**config.mk**
```make
export PLATFORM = sky130hd
export DESIGN_NAME = pc_fetch_ctrl
export DESIGN_NICKNAME = d
export VERILOG_FILES = /design/src/rtl/pc_fetch_ctrl_pkg.sv /design/src/rtl/pc_fetch_ctrl_fetch_buf.sv /design/src/rtl/pc_fetch_ctrl.sv
export SDC_FILE = /design/constraint.sdc
export NUM_CORES = 1
export LEC_CHECK = 0
export BUFFER_PORTS_ARGS = -buffer_cell sky130_fd_sc_hd__buf_2
export CORE_MARGIN = 3
export CORE_UTILIZATION = 45
export CTS_CLUSTER_SIZE = 12
export DETAILED_ROUTE_END_ITERATION = 10
export PLACE_DENSITY = 0.72
export RECOVER_POWER = 100
export SYNTH_ARGS = -nofsm -noshare
export SYNTH_HDL_FRONTEND = slang
export SYNTH_HIERARCHICAL = 1
export SYNTH_SLANG_ARGS = --single-unit
```
**constraint.sdc**
```tcl
create_clock -name clk -period 1.6 [get_ports clk]
set_clock_uncertainty 0.05 [all_clocks]
set_input_delay 0.08 -clock clk [delete_from_list [all_inputs] [get_ports clk]]
set_output_delay 0.08 -clock clk [all_outputs]
set_load 0.05 [all_outputs]
```
**src/rtl/pc_fetch_ctrl_pkg.sv**
```systemverilog
// Shared types and constants for the instruction-fetch controller.
package pc_fetch_ctrl_pkg;

  typedef enum logic [2:0] {
    ST_BOOT = 3'd0,
    ST_REQ  = 3'd1,
    ST_RESP = 3'd2,
    ST_DROP = 3'd3,
    ST_HALT = 3'd4
  } fetch_state_e;

  localparam logic [31:0] RESET_PC_DEFAULT = 32'h0000_0000;
  localparam logic [31:0] PC_STEP          = 32'd4;

  function automatic logic is_misaligned(input logic [31:0] addr);
    return addr[1:0] != 2'b00;
  endfunction

endpackage

```
**src/rtl/pc_fetch_ctrl_fetch_buf.sv**
```systemverilog
// One-entry fetch output register: load from memory response, drain on ready, flush on redirect.
module fetch_buf (
  input  logic        clk,
  input  logic        rst_n,
  input  logic        flush,
  input  logic        load,
  input  logic [31:0] load_pc,
  input  logic [31:0] load_instr,
  input  logic        ready,
  output logic        valid,
  output logic [31:0] pc,
  output logic [31:0] instr
);

  always_ff @(posedge clk or negedge rst_n) begin
    if (!rst_n) begin
      valid <= 1'b0;
      pc    <= '0;
      instr <= '0;
    end else if (flush) begin
      valid <= 1'b0;
    end else if (load) begin
      valid <= 1'b1;
      pc    <= load_pc;
      instr <= load_instr;
    end else if (ready) begin
      valid <= 1'b0;
    end
  end

endmodule

```
**src/rtl/pc_fetch_ctrl.sv**
```systemverilog
// Instruction-fetch sequencer: one outstanding memory request, redirect handling, misalignment halt.
//   state | meaning
//   BOOT  | first cycle after reset release, loads RESET_PC
//   REQ   | request pc when the output buffer can take the answer
//   RESP  | waiting for the response of a granted request
//   DROP  | waiting for a response that a redirect made stale
//   HALT  | misaligned redirect seen, idle until an aligned redirect
module pc_fetch_ctrl
  import pc_fetch_ctrl_pkg::*;
#(
  parameter logic [31:0] RESET_PC = RESET_PC_DEFAULT
) (
  input  logic        clk,
  input  logic        rst_n,
  input  logic        redirect_valid,
  input  logic [31:0] redirect_target,
  output logic        imem_req,
  output logic [31:0] imem_addr,
  input  logic        imem_gnt,
  input  logic        imem_rvalid,
  input  logic [31:0] imem_rdata,
  output logic        f_valid,
  output logic [31:0] f_pc,
  output logic [31:0] f_instr,
  input  logic        f_ready,
  output logic        fetch_misaligned
);

  fetch_state_e state_q, state_d;
  logic [31:0]  pc_q, pc_d;
  logic [31:0]  req_pc_q, req_pc_d;
  logic         owed_q, owed_d;
  logic         mis_q, mis_d;
  logic         buf_free, grant, buf_load, buf_flush;

  always_ff @(posedge clk or negedge rst_n) begin
    if (!rst_n) begin
      state_q  <= ST_BOOT;
      pc_q     <= RESET_PC;
      req_pc_q <= '0;
      owed_q   <= 1'b0;
      mis_q    <= 1'b0;
    end else begin
      state_q  <= state_d;
      pc_q     <= pc_d;
      req_pc_q <= req_pc_d;
      owed_q   <= owed_d;
      mis_q    <= mis_d;
    end
  end

  // owed tracks the single in-flight response independently of state so HALT can still drop it
  always_comb begin
    state_d  = state_q;
    pc_d     = pc_q;
    req_pc_d = req_pc_q;
    mis_d    = 1'b0;
    owed_d   = (owed_q && !imem_rvalid) || grant;
    if (redirect_valid) begin
      pc_d = redirect_target;
      if (is_misaligned(redirect_target)) begin
        mis_d   = 1'b1;
        state_d = ST_HALT;
      end else begin
        state_d = owed_d ? ST_DROP : ST_REQ;
      end
    end else begin
      case (state_q)
        ST_BOOT: begin
          state_d = ST_REQ;
          pc_d    = RESET_PC;
        end
        ST_REQ: begin
          if (grant) begin
            req_pc_d = pc_q;
            pc_d     = pc_q + PC_STEP;
            state_d  = ST_RESP;
          end
        end
        ST_RESP, ST_DROP: begin
          if (imem_rvalid) state_d = ST_REQ;
        end
        default: state_d = state_q;
      endcase
    end
  end

  always_comb begin
    buf_free         = !f_valid || f_ready;
    imem_req         = (state_q == ST_REQ) && buf_free;
    imem_addr        = pc_q;
    grant            = imem_req && imem_gnt;
    buf_flush        = redirect_valid;
    buf_load         = (state_q == ST_RESP) && imem_rvalid && !redirect_valid;
    fetch_misaligned = mis_q;
  end

  fetch_buf u_fetch_buf (
    .clk        (clk),
    .rst_n      (rst_n),
    .flush      (buf_flush),
    .load       (buf_load),
    .load_pc    (req_pc_q),
    .load_instr (imem_rdata),
    .ready      (f_ready),
    .valid      (f_valid),
    .pc         (f_pc),
    .instr      (f_instr)
  );

endmodule

```
After elaboration in Yosys (flattened, before gate mapping) --
Index checks and enable logic that the tools add are counted.
Storage, ports and cells: input port bits 70, logic and storage cells 49, output and inout port bits 99, bits in latches 0, ROM bits 0, RAM bits 0, memories 0, bits in registers 134
Operators by class: shift-type cells 0, eq/ne operators 5, add/sub/neg operators 1, div/mod/pow operators 0, bitwise operators 1, muxes and demuxes 14, magnitude comparators 0, multiply operators 0, reduce and logical (&&, ||, !) cells 20
Operator list (count):
- 32-bit two-way mux | 2
- 32-bit one-hot mux with 2 select lines | 1
- 32-bit by 3-bit adder with 32-bit output (second input constant) | 1
- 3-bit two-way mux | 4
- 3-bit one-hot mux with 3 select lines | 1
- 3-bit by 2-bit equality test with 1-bit output (second input constant) | 2
- 3-bit inequality test (second input constant) | 2
- 3-bit AND reduction | 2
- 3-bit nonzero test | 2
- 1-bit logical AND | 5
- 1-bit two-way mux | 5
- 2-bit AND reduction | 2
- 4-bit nonzero test | 1
- 3-bit by 1-bit equality test with 1-bit output (second input constant) | 1
- 1-bit zero test | 3
- 3-bit zero test | 1
- 1-bit logical OR | 2
- 2-bit two-way mux | 1
- 2-bit nonzero test | 1
- 2-bit OR reduction | 1
- 1-bit inverter | 1

Longest topological paths before layout --
Gate-level depths: netlist of run 1.
depth in word-level cells 8, gate-level depth with buffers 7, gate-level depth less buffers 6

Hierarchy --
The synthesis of run 1 kept the hierarchy.
By module, submodules not included:
- pc_fetch_ctrl | cells an instance 332, instances 1, seq. area each 1726.7 um^2, area an instance 3414.5 um^2
- fetch_buf | cells an instance 140, instances 1, seq. area each 1626.6 um^2, area an instance 2741.4 um^2

Worst setup path after synthesis of run 1 --
Ideal clock, no wire load.
kind register to register, start point register pc_q[2], in the netlist imem_addr[2], end point register pc_q[28], in the netlist imem_addr[28], stages on the path, launching flop included 8, buffers on the path 1, library setup time 70 ps, period minus slack after synthesis 2190 ps, required time 1480 ps, arrival time 2070 ps, path slack -590 ps, path through dfrtp_1 > ha_1 > nand2_1 > nor4_4 > buf_6 > nand3_2 > or3_1 > nand3_1
On the way: longest elaborated chain between the ends 4
RTL lines:
- start, declared | RTL line pc_fetch_ctrl.sv:30 | logic [31:0] pc_q, pc_d;
- start signal, assigned | RTL line pc_fetch_ctrl.sv:45 | pc_q <= pc_d;
- 32-bit by 3-bit adder with 32-bit output | RTL line pc_fetch_ctrl.sv:76 | pc_d = pc_q + PC_STEP;
- 32-bit two-way mux | RTL line pc_fetch_ctrl.sv:74 | if (grant) begin
- 32-bit one-hot mux with 2 select lines | RTL line pc_fetch_ctrl.sv:68 | case (state_q)
- 32-bit two-way mux | RTL line pc_fetch_ctrl.sv:59 | if (redirect_valid) begin
No other way between the ends. The select of a mux whose other input is x is not followed. A chain may end at the register's enable or synchronous reset.

Final worst setup path of run 1 --
start point register state_q[2], end point register pc_q[28], in the netlist imem_addr[28]
On the way: longest elaborated chain between the ends 5, elaborated cells on any way between the ends 9, those cells by class eq/ne: 2; mux: 2; reduce/logical: 5
RTL lines:
- start, declared | RTL line pc_fetch_ctrl.sv:29 | fetch_state_e state_q, state_d;
- start signal, assigned | RTL line pc_fetch_ctrl.sv:44 | state_q <= state_d;
- 3-bit by 1-bit equality test with 1-bit output | RTL line pc_fetch_ctrl.sv:68, pc_fetch_ctrl.sv:90
- 1-bit logical AND | RTL line pc_fetch_ctrl.sv:90 | imem_req = (state_q == ST_REQ) && buf_free;
- 1-bit logical AND | RTL line pc_fetch_ctrl.sv:92 | grant = imem_req && imem_gnt;
- 3-bit inequality test (no line)
- 2-bit AND reduction (no line)
Several ways; a longest one is shown, not always the timed one.

==> results of run 1 <==
==> worst max path at each step <==
| stage | endpoint | depth (start not counted) | startpoint |
|---|---|---|---|
| final | imem_addr[28] | 6 | state_q[2] |
| after global placement | u_fetch_buf/pc[18] | 5 | state_q[2] |
| after global routing | u_fetch_buf/instr[12] | 6 | state_q[1] |
| after CTS | u_fetch_buf/instr[12] | 5 | state_q[2] |
| after detailed placement | u_fetch_buf/instr[10] | 5 | state_q[2] |
| after floorplan | imem_addr[21] | 6 | imem_addr[5] |
==> registers in the layout, indices dropped and copies added, names as in the netlist <==
signal	cells
u_fetch_buf/instr	32
req_pc_q	32
imem_addr	32
owed_q	1
u_fetch_buf/pc	32
fetch_misaligned	1
u_fetch_buf/valid	1
state_q	3
==> report_power, final <==
group	internal, uW	switching [uW]	total, uW
clock	2460	1520	3970
combinational	1150	1730	2890
sequential	3940	347	4290
total	7550	3600	11100
==> cell families (layout without fill, tap and decap cells) <==
kind of cell / after synthesis / in the layout / share of synthesized area, %
adder cells (fa/ha/maj): 1 / 1 / 0.203
multiplexers: 96 / 96 / 21.2
AND/OR/NAND/NOR: 112 / 113 / 10.3
buffers and inverters: 35 / 374 / 4.37
flip-flops: 134 / 134 / 54.5
AO/OA/AOI/OAI: 94 / 94 / 9.41
==> layout make-up <==
| type | count | area (um2) |
|---|---|---|
| Clock inverter | 15 | 181 |
| Sequential cell | 134 | 3380 |
| Multi-Input combinational cell | 304 | 2800 |
| Inverter | 3 | 11.3 |
| Tap cell | 176 | 220 |
| Clock buffer | 17 | 425 |
| Fill cell | 905 | 3800 |
| Timing Repair Buffer | 339 | 2470 |
==> cells in the final DEF (no fill, tap or decap), types with 7 or more instances in the layout <==
cell type	n
a32oi_1	7
mux2_4	60
dfrtp_1	113
o21ai_1	26
nor2_1	23
buf_2	77
dfrtp_2	21
buf_12	9
dlygate4sd3_1	68
a21oi_1	20
nand2_1	14
buf_4	81
clkbuf_1	68
clkbuf_16	19
clkbuf_2	22
nand4_1	7
o21ai_2	7
mux2_2	35
nand3_1	19
==> through the flow <==
stage	area (um2)	utilization, %
after global routing	9490	71.4
after floorplan	6260	-
after detailed placement	7740	58.2
after global placement	7740	58.2
final	9490	71.4
after CTS	9330	70.2
==> worst max-delay path, cell delays in order (launching register included) <==
cell,delay [ns]
dfrtp_2,0.44
nor3b_4,0.21
buf_6,0.15
nand4b_1,0.15
buf_12,0.23
or3_1,0.36
nand3_1,0.09
==> metal layers <==
layer	share of wire, %	up-vias
met4	2.8	0
met3	7.3	49
met1	41	2621
met5	0	-
li1	-	2392
met2	49	238
==> timing repair <==
action | in CTS | in global routing
resized for setup | 39 | 35
pin swaps | 5 | 14
endpoints found under the setup margin | 126 | 128
hold buffers | 68 | 0
setup buffers | 10 | 7
hold endpoints to repair | 184 | 0
gates cloned | 3 | 4
==> reports/results.ini, run 1 <==
[status]
status = finished with violations
violations = setup timing

[synth]
synth.yosys.warnings = 6
seq_area_frac_synth_pct = 54.5
synthFlopType = dfrtp_1
syn_nets = 543
synth_common_cells = dfrtp_1, mux2_4, mux2_2
synth_top_area_share_pct = 54.5
yosysMostFrequentCell = dfrtp_1
synth.top_cells.by_area = dfrtp_1, mux2_4, mux2_2
syn_area_mm2 = 0.00616
synth-edff-count = 0
async_reset_ff_share_pct = 100
synth-seq-cells = 134
avgSynthCellArea_um2 = 13.0
synth_area_leader_cell = dfrtp_1
synthDistinctLibCells = 48
synth_cells = 472

[pwr]
p_leak_uw = 0.00444
p_per_area_mw_per_mm2 = 1170
totalPowerFinal_uw = 11100
ir_worst_vdd_mv = 0.752

[placement]
pre_cts_ws_ns = -0.185
globalplace.congestion = 0.794
placement.io_buffers = 168
placed_cells = 865
hpwl_um = 11700

[grt]
met2_usage_pct = 39.6
grt_pass1_vias = 5531
grt_usage_pct = 24.0
grt.busiest_layer = met2
grt_util_met1_pct = 30.2
grt_use_met3_pct = 5.86
overflow = 0
grt_first_pass_wirelength_um = 28000
grt_start_max_net_pins = 51
antenna_found_initial = 0

[worst_setup_path]
worstRegToRegCells = 6
timing.rr.start = state_q[2]
endpoint_kind = register
cp-start-kind = register
crit_arrival_ns = 2.08
path_class = register to register
required_ns = 1.90
rrSetupSlack_ns = -0.19
timing.rr.end = imem_addr[28]
worstPathMaxFanout = 43

[die]
die-area_mm2 = 0.0151
start_util_pct = 46.3
rows = 42
die_h_um = 123
die_w_um = 123
ioPinCount = 169
coreArea_mm2 = 0.0133

[cts]
htree_levels = 4
clkSinkCount = 134
numCtsBuffers = 17
cts_tree = done
path_clk_slew_ns = 0.06
clock_tree.root_cell = clkbuf_16
cts_buffer_depth = 2
insertion_delay_ns = 0.42

[sta]
period_minus_slack_ns = 1.79
setup_viol = 124
rsz0062_at_grt = yes
fin_crit_sh_pct = 112
fin_hold_ws_ns = 0.166
finalWorstSetupSlack_ns = -0.187
final_hold_viol_count = 0
maxSlewHeadroom_pct = 10.8
slew_violations = 0
tns_ns = -13.58
fmax_mhz = 560
worst_slew_pin_slew_ns = 1.34

[cells_and_area]
fin_cells = 988
area_growth_pct = 54.2
drive_gt1_share_pct = 48.5
nets = 870
diodes = 0

[drt]
drc = 0
routed_via_density = 5.36
drt-total-wl_um = 18400
num_vias = 5300
detail-route-antenna-nets = 0
post_drt_wl_per_cell_um = 18.6
drt_iter0_markers = 295
dr.pass1.iters = 5

[hold_path]
min-delay-start = redirect_valid
hold_end = state_q[2]
min_delay_path_depth = 3
hp-class = input port to register

[flow_run]
maxCapViolCount = 0

Power figures use the tool's default switching activity.
==> run 2: changes to the inputs <==
- CORE_ASPECT_RATIO: unset -> 0.5
- CORE_UTILIZATION: 45 -> 36
- CTS_BUF_LIST: unset -> sky130_fd_sc_hd__clkbuf_16
- PLACE_DENSITY: 0.72 -> 0.6
==> run 2 against run 1 <==
Net effect: the flow still finishes with violations (setup timing); largest power group unchanged; maximum frequency fell by 1.9%; via count fell by 0.92%; final cell count rose by 5.3%; critical endpoint is now u_fetch_buf/instr[30]; worst hold slack got worse by 0.10 ns; sequential share of layout area fell by 1.0 points; critical path depth fell by 1; die area rose by 24%; flip-flop and latch count did not move; worst setup slack got worse by 0.035 ns; largest cell class unchanged; core utilization fell by 12 points; clock power rose by 1%; highest routed layer unchanged.
==> reports/results.ini, run 2 (synthesized netlist as in run 1, its figures left out) <==
[status]
status = finished with violations
violations = setup timing

[cells_and_area]
drive_gt1_share_pct = 50.3
fin_cells = 1040
nets = 871
final_cell_mix = dfrtp_1, buf_2, clkbuf_1
diodes = 0
fill_cells = 1345
layout_commonest_cell = dfrtp_1
area_growth_pct = 58.7
final_util_pct = 59.0

[die]
coreArea_mm2 = 0.0166
die_w_um = 191
ioPinCount = 169
die_h_um = 98.5
die-area_mm2 = 0.0188
start_util_pct = 37.2
rows = 33

[pwr]
p_per_area_mw_per_mm2 = 1150
ir_worst_vdd_mv = 0.636
p_leak_uw = 0.00450

[sta]
setup_viol = 126
slew_violations = 0
fmax_mhz = 549
worst_slew_pin_slew_ns = 1.19
final_hold_viol_count = 0
finalWorstSetupSlack_ns = -0.223
period_minus_slack_ns = 1.82
rsz0062_at_grt = yes
maxSlewHeadroom_pct = 20.5
fin_crit_sh_pct = 114

[drt]
detail-route-antenna-nets = 0
routed_via_density = 5.05
drt_iter0_markers = 533
post_drt_wl_per_cell_um = 18.2
dr.pass1.iters = 5
drc = 0
drt-total-wl_um = 18900
num_vias = 5251

[worst_setup_path]
required_ns = 1.85
path_class = register to register
worstPathMaxFanout = 10
worstRegToRegCells = 5
crit_arrival_ns = 2.07
timing.rr.end = u_fetch_buf/instr[30]
rrSetupSlack_ns = -0.22
endpoint_kind = register
timing.rr.start = state_q[2]
cp-start-kind = register

[cts]
numCtsBuffers = 17
cts_tree = done
clkSinkCount = 134
insertion_delay_ns = 0.42
clock_tree.root_cell = clkbuf_16
cts_buffer_depth = 2
htree_levels = 4
path_clk_slew_ns = 0.06

[grt]
overflow = 0
grt_pass1_vias = 5413
grt_first_pass_wirelength_um = 29300
grt_start_max_net_pins = 53
antenna_found_initial = 0
grt_usage_pct = 19.7

[placement]
placement.io_buffers = 168
pre_cts_ws_ns = -0.238
hpwl_um = 11100
placed_cells = 910
globalplace.congestion = 0.830

[hold_path]
min_delay_path_depth = 3
hold_end = u_fetch_buf/valid
min-delay-start = redirect_valid
hp-class = input port to register

[flow_run]
maxCapViolCount = 0

run 2: cell types whose count changed in the layout (fill, tap and decap cells not counted), sizes merged:
cell / previous run / this run
and2: 5 / 4
buf: 178 / 197
bufbuf: 1 / 0
clkbuf: 109 / 93
clkinv: 9 / 6
clkinvlp: 2 / 1
inv: 4 / 8
run 2: area by class of cell:
class	instances	area (um2)	area share (%)
multi-input cells	303	2830	29.0
inverters	3	11.3	0.115
clock inverters	15	180	1.84
well taps	227	284	2.91
repair buffers	341	2660	27.2
clock buffers	17	425	4.35
flip-flops and latches	134	3380	34.6
run 2: repair_timing:
item,CTS,global route
gates cloned,11,7
setup buffers,14,0
endpoints found under the hold margin,122,0
pin swaps,35,7
endpoints found under the setup margin,127,128
hold buffers,68,0
resized for setup,82,22
run 2: worst max-delay path: stages (launching register included):
cell and delay [ns]:
dfrtp_2 0.44, nor4_4 0.30, nor2b_4 0.25, buf_12 0.18
buf_16 0.16, mux2_4 0.31
run 2: worst max-delay path by stage:
stage	to	slack [ns]	startpoint	cells after the start
2_1_floorplan	imem_addr[21]	-0.30	imem_addr[5]	6
3_3_place_gp	u_fetch_buf/instr[27]	-0.20	state_q[2]	4
3_5_place_dp	u_fetch_buf/instr[0]	-0.24	state_q[2]	4
4_1_cts	imem_addr[28]	-0.20	state_q[2]	7
5_1_grt	u_fetch_buf/pc[0]	-0.28	state_q[2]	5
6_report	u_fetch_buf/instr[30]	-0.22	state_q[2]	5
run 2: stage by stage:
stage / total power [uW] / TNS [ns] / instance area, um2 / hold slack, ns
2_1_floorplan: 5980 / -6.96 / 6260 / -0.266
3_3_place_gp: 6790 / -14.09 / 7710 / 0.0127
3_5_place_dp: 6850 / -18.99 / 7710 / 0.0250
4_1_cts: 11300 / -15.75 / 9640 / 0.0480
5_1_grt: 11700 / -28.88 / 9770 / 0.0697
6_report: 11200 / -18.39 / 9770 / 0.0609
run 2: where the power goes:
group / switching (uW) / internal, uW
logic: 1730 / 1190
registers: 348 / 3940
clock network: 1550 / 2470
total: 3630 / 7600
run 2: per-layer routing:
metal  up-vias  track usage (%)  wire (um)
met2       184             31.7       8950
met4         0             7.38        316
met1      2630             26.6       8580
met3        27             3.91       1110
li1       2410                -          -
met5         -                0          0
==> run 3: changes to the inputs <==
- PLACE_DENSITY: 0.6 -> unset
- PLACE_DENSITY_LB_ADDON: unset -> 0.15
==> run 3 against run 2 <==
Net effect: the run ends with hold timing, setup timing left; die area did not move; maximum frequency fell by 0.17%; register-to-register slack barely moved; flip-flop and latch count did not move; design area rose by 4.8%.
==> reports/results.ini, run 3 (synthesized netlist as in run 1, its figures left out) <==
[status]
status = finished with violations
violations = hold timing, setup timing

[grt]
grt.busiest_layer = met2
grt_use_met3_pct = 4.76
grt_pass1_vias = 5401
met2_usage_pct = 31.9
overflow = 0
grt_usage_pct = 20.6
grt_first_pass_wirelength_um = 30300
grt_start_max_net_pins = 40
antenna_found_initial = 0
grt_util_met1_pct = 29.7

[sta]
finalWorstSetupSlack_ns = -0.226
tns_ns = -18.90
worst_slew_pin_slew_ns = 1.06
slew_violations = 0
rsz0062_at_grt = yes
final_hold_viol_count = 1
fmax_mhz = 548
setup_viol = 126
fin_hold_ws_ns = -0.0382
fin_crit_sh_pct = 114
period_minus_slack_ns = 1.83
maxSlewHeadroom_pct = 29.2

[pwr]
p_per_area_mw_per_mm2 = 1110
p_leak_uw = 0.00494
ir_worst_vdd_mv = 0.810

[cts]
clkSinkCount = 134
cts_hold_buf = 68
numCtsBuffers = 17
insertion_delay_ns = 0.42
clock_tree.root_cell = clkbuf_16
htree_levels = 4
path_clk_slew_ns = 0.06
cts_buffer_depth = 2
cts_tree = done

[worst_setup_path]
path_cells = nor4_4, nor2b_4, buf_4, clkbuf_16, mux2_4
slowest_stage = dfrtp_2
path_class = register to register
worstPathMaxFanout = 10
crit_family = simple AND/OR/NAND/NOR gates
required_ns = 1.85
path_buf_inv = 2
rrSetupSlack_ns = -0.23
cpPeakStageDelay_ns = 0.44
cp-start-kind = register
crit_arrival_ns = 2.08
endpoint_kind = register

[die]
coreArea_mm2 = 0.0166
start_util_pct = 37.2
die_w_um = 191
rows = 33
die_h_um = 98.5
die-area_mm2 = 0.0188
ioPinCount = 169

[drt]
drt_iter0_markers = 279
post_drt_wl_per_cell_um = 18.8
dr.pass1.iters = 5
detail-route-antenna-nets = 0
routed_via_density = 5.05
drt-total-wl_um = 19800
num_vias = 5312
drc = 0

[cells_and_area]
layout_commonest_cell = buf_2
nets = 882
area_growth_pct = 66.3
diodes = 0
drive_gt1_share_pct = 62.3
fill_cells = 1312
final_util_pct = 61.8
final_cell_mix = buf_2, dfrtp_1, dlygate4sd3_1

[placement]
hpwl_um = 11000
placement.io_buffers = 168
globalplace.congestion = 0.759

[flow_run]
maxCapViolCount = 0

[hold_path]
hp-class = input port to register

-- run 3: where the power goes --
group	leakage, uW	total [uW]	internal [uW]	switching [uW]
combinational	0.00290	3110	1290	1820
sequential	0.00175	4250	3940	313
clock	0.000295	4030	2460	1570
total	0.00494	11400	7680	3710
-- run 3: worst reg2reg max path: cells and delay by family (launching register included) --
kind | cells | cell delay [ns]
buf+inv | 2 | 0.40
mux | 1 | 0.31
simple gates | 2 | 0.52
flops | 1 | 0.44
-- run 3: what timing repair did --
| action | CTS | global route |
|---|---|---|
| cloned | 11 | 7 |
| hold endpoints to repair | 202 | 1 |
| setup buffers | 22 | 14 |
| endpoints found under the setup margin | 127 | 127 |
| pin swaps | 34 | 50 |
| resized for setup | 88 | 87 |
-- run 3: cell type report --
type                       instances  area [um2]  area share (%)
clock buffer                      17         425            4.15
clock inverter                    15         180            1.76
inverter                           3        11.3           0.110
multi-input combinational        303        3090            30.2
sequential                       134        3380            33.0
tap                              227         284            2.77
timing repair buffer             352        2870            28.0
-- run 3: worst paths after layout --
check                                     from               endpoint  cells past startpoint
worst max-delay path                state_q[2]     u_fetch_buf/pc[24]                      5
worst min-delay path            redirect_valid      u_fetch_buf/valid                      4
worst max register to register      state_q[2]     u_fetch_buf/pc[24]                      5
worst min register to register    req_pc_q[13]     u_fetch_buf/pc[13]                      1
max in group asynchronous                rst_n           imem_addr[3]                      3
min in group asynchronous                rst_n  u_fetch_buf/instr[16]                      2
-- run 3: through the flow --
step / cells / hold slack, ns / instance area [um2] / total power [uW] / setup WS [ns]
final: 1051 / -0.0382 / 10200 / 11400 / -0.226
after global routing: 1051 / -0.0412 / 10200 / 11900 / -0.328
after CTS: 1039 / -0.0704 / 9810 / 11300 / -0.227
after detailed placement: 906 / -0.0331 / 7680 / 6830 / -0.303
after global placement: 906 / -0.0310 / 7680 / 6780 / -0.284
after floorplan: 472 / -0.266 / 6260 / 5980 / -0.305
-- run 3: metal layers --
layer | up-vias | wire (um)
met2 | 179 | 9070
met4 | 0 | 199
li1 | 2428 | -
met5 | - | 0
met1 | 2683 | 9270
met3 | 22 | 1240
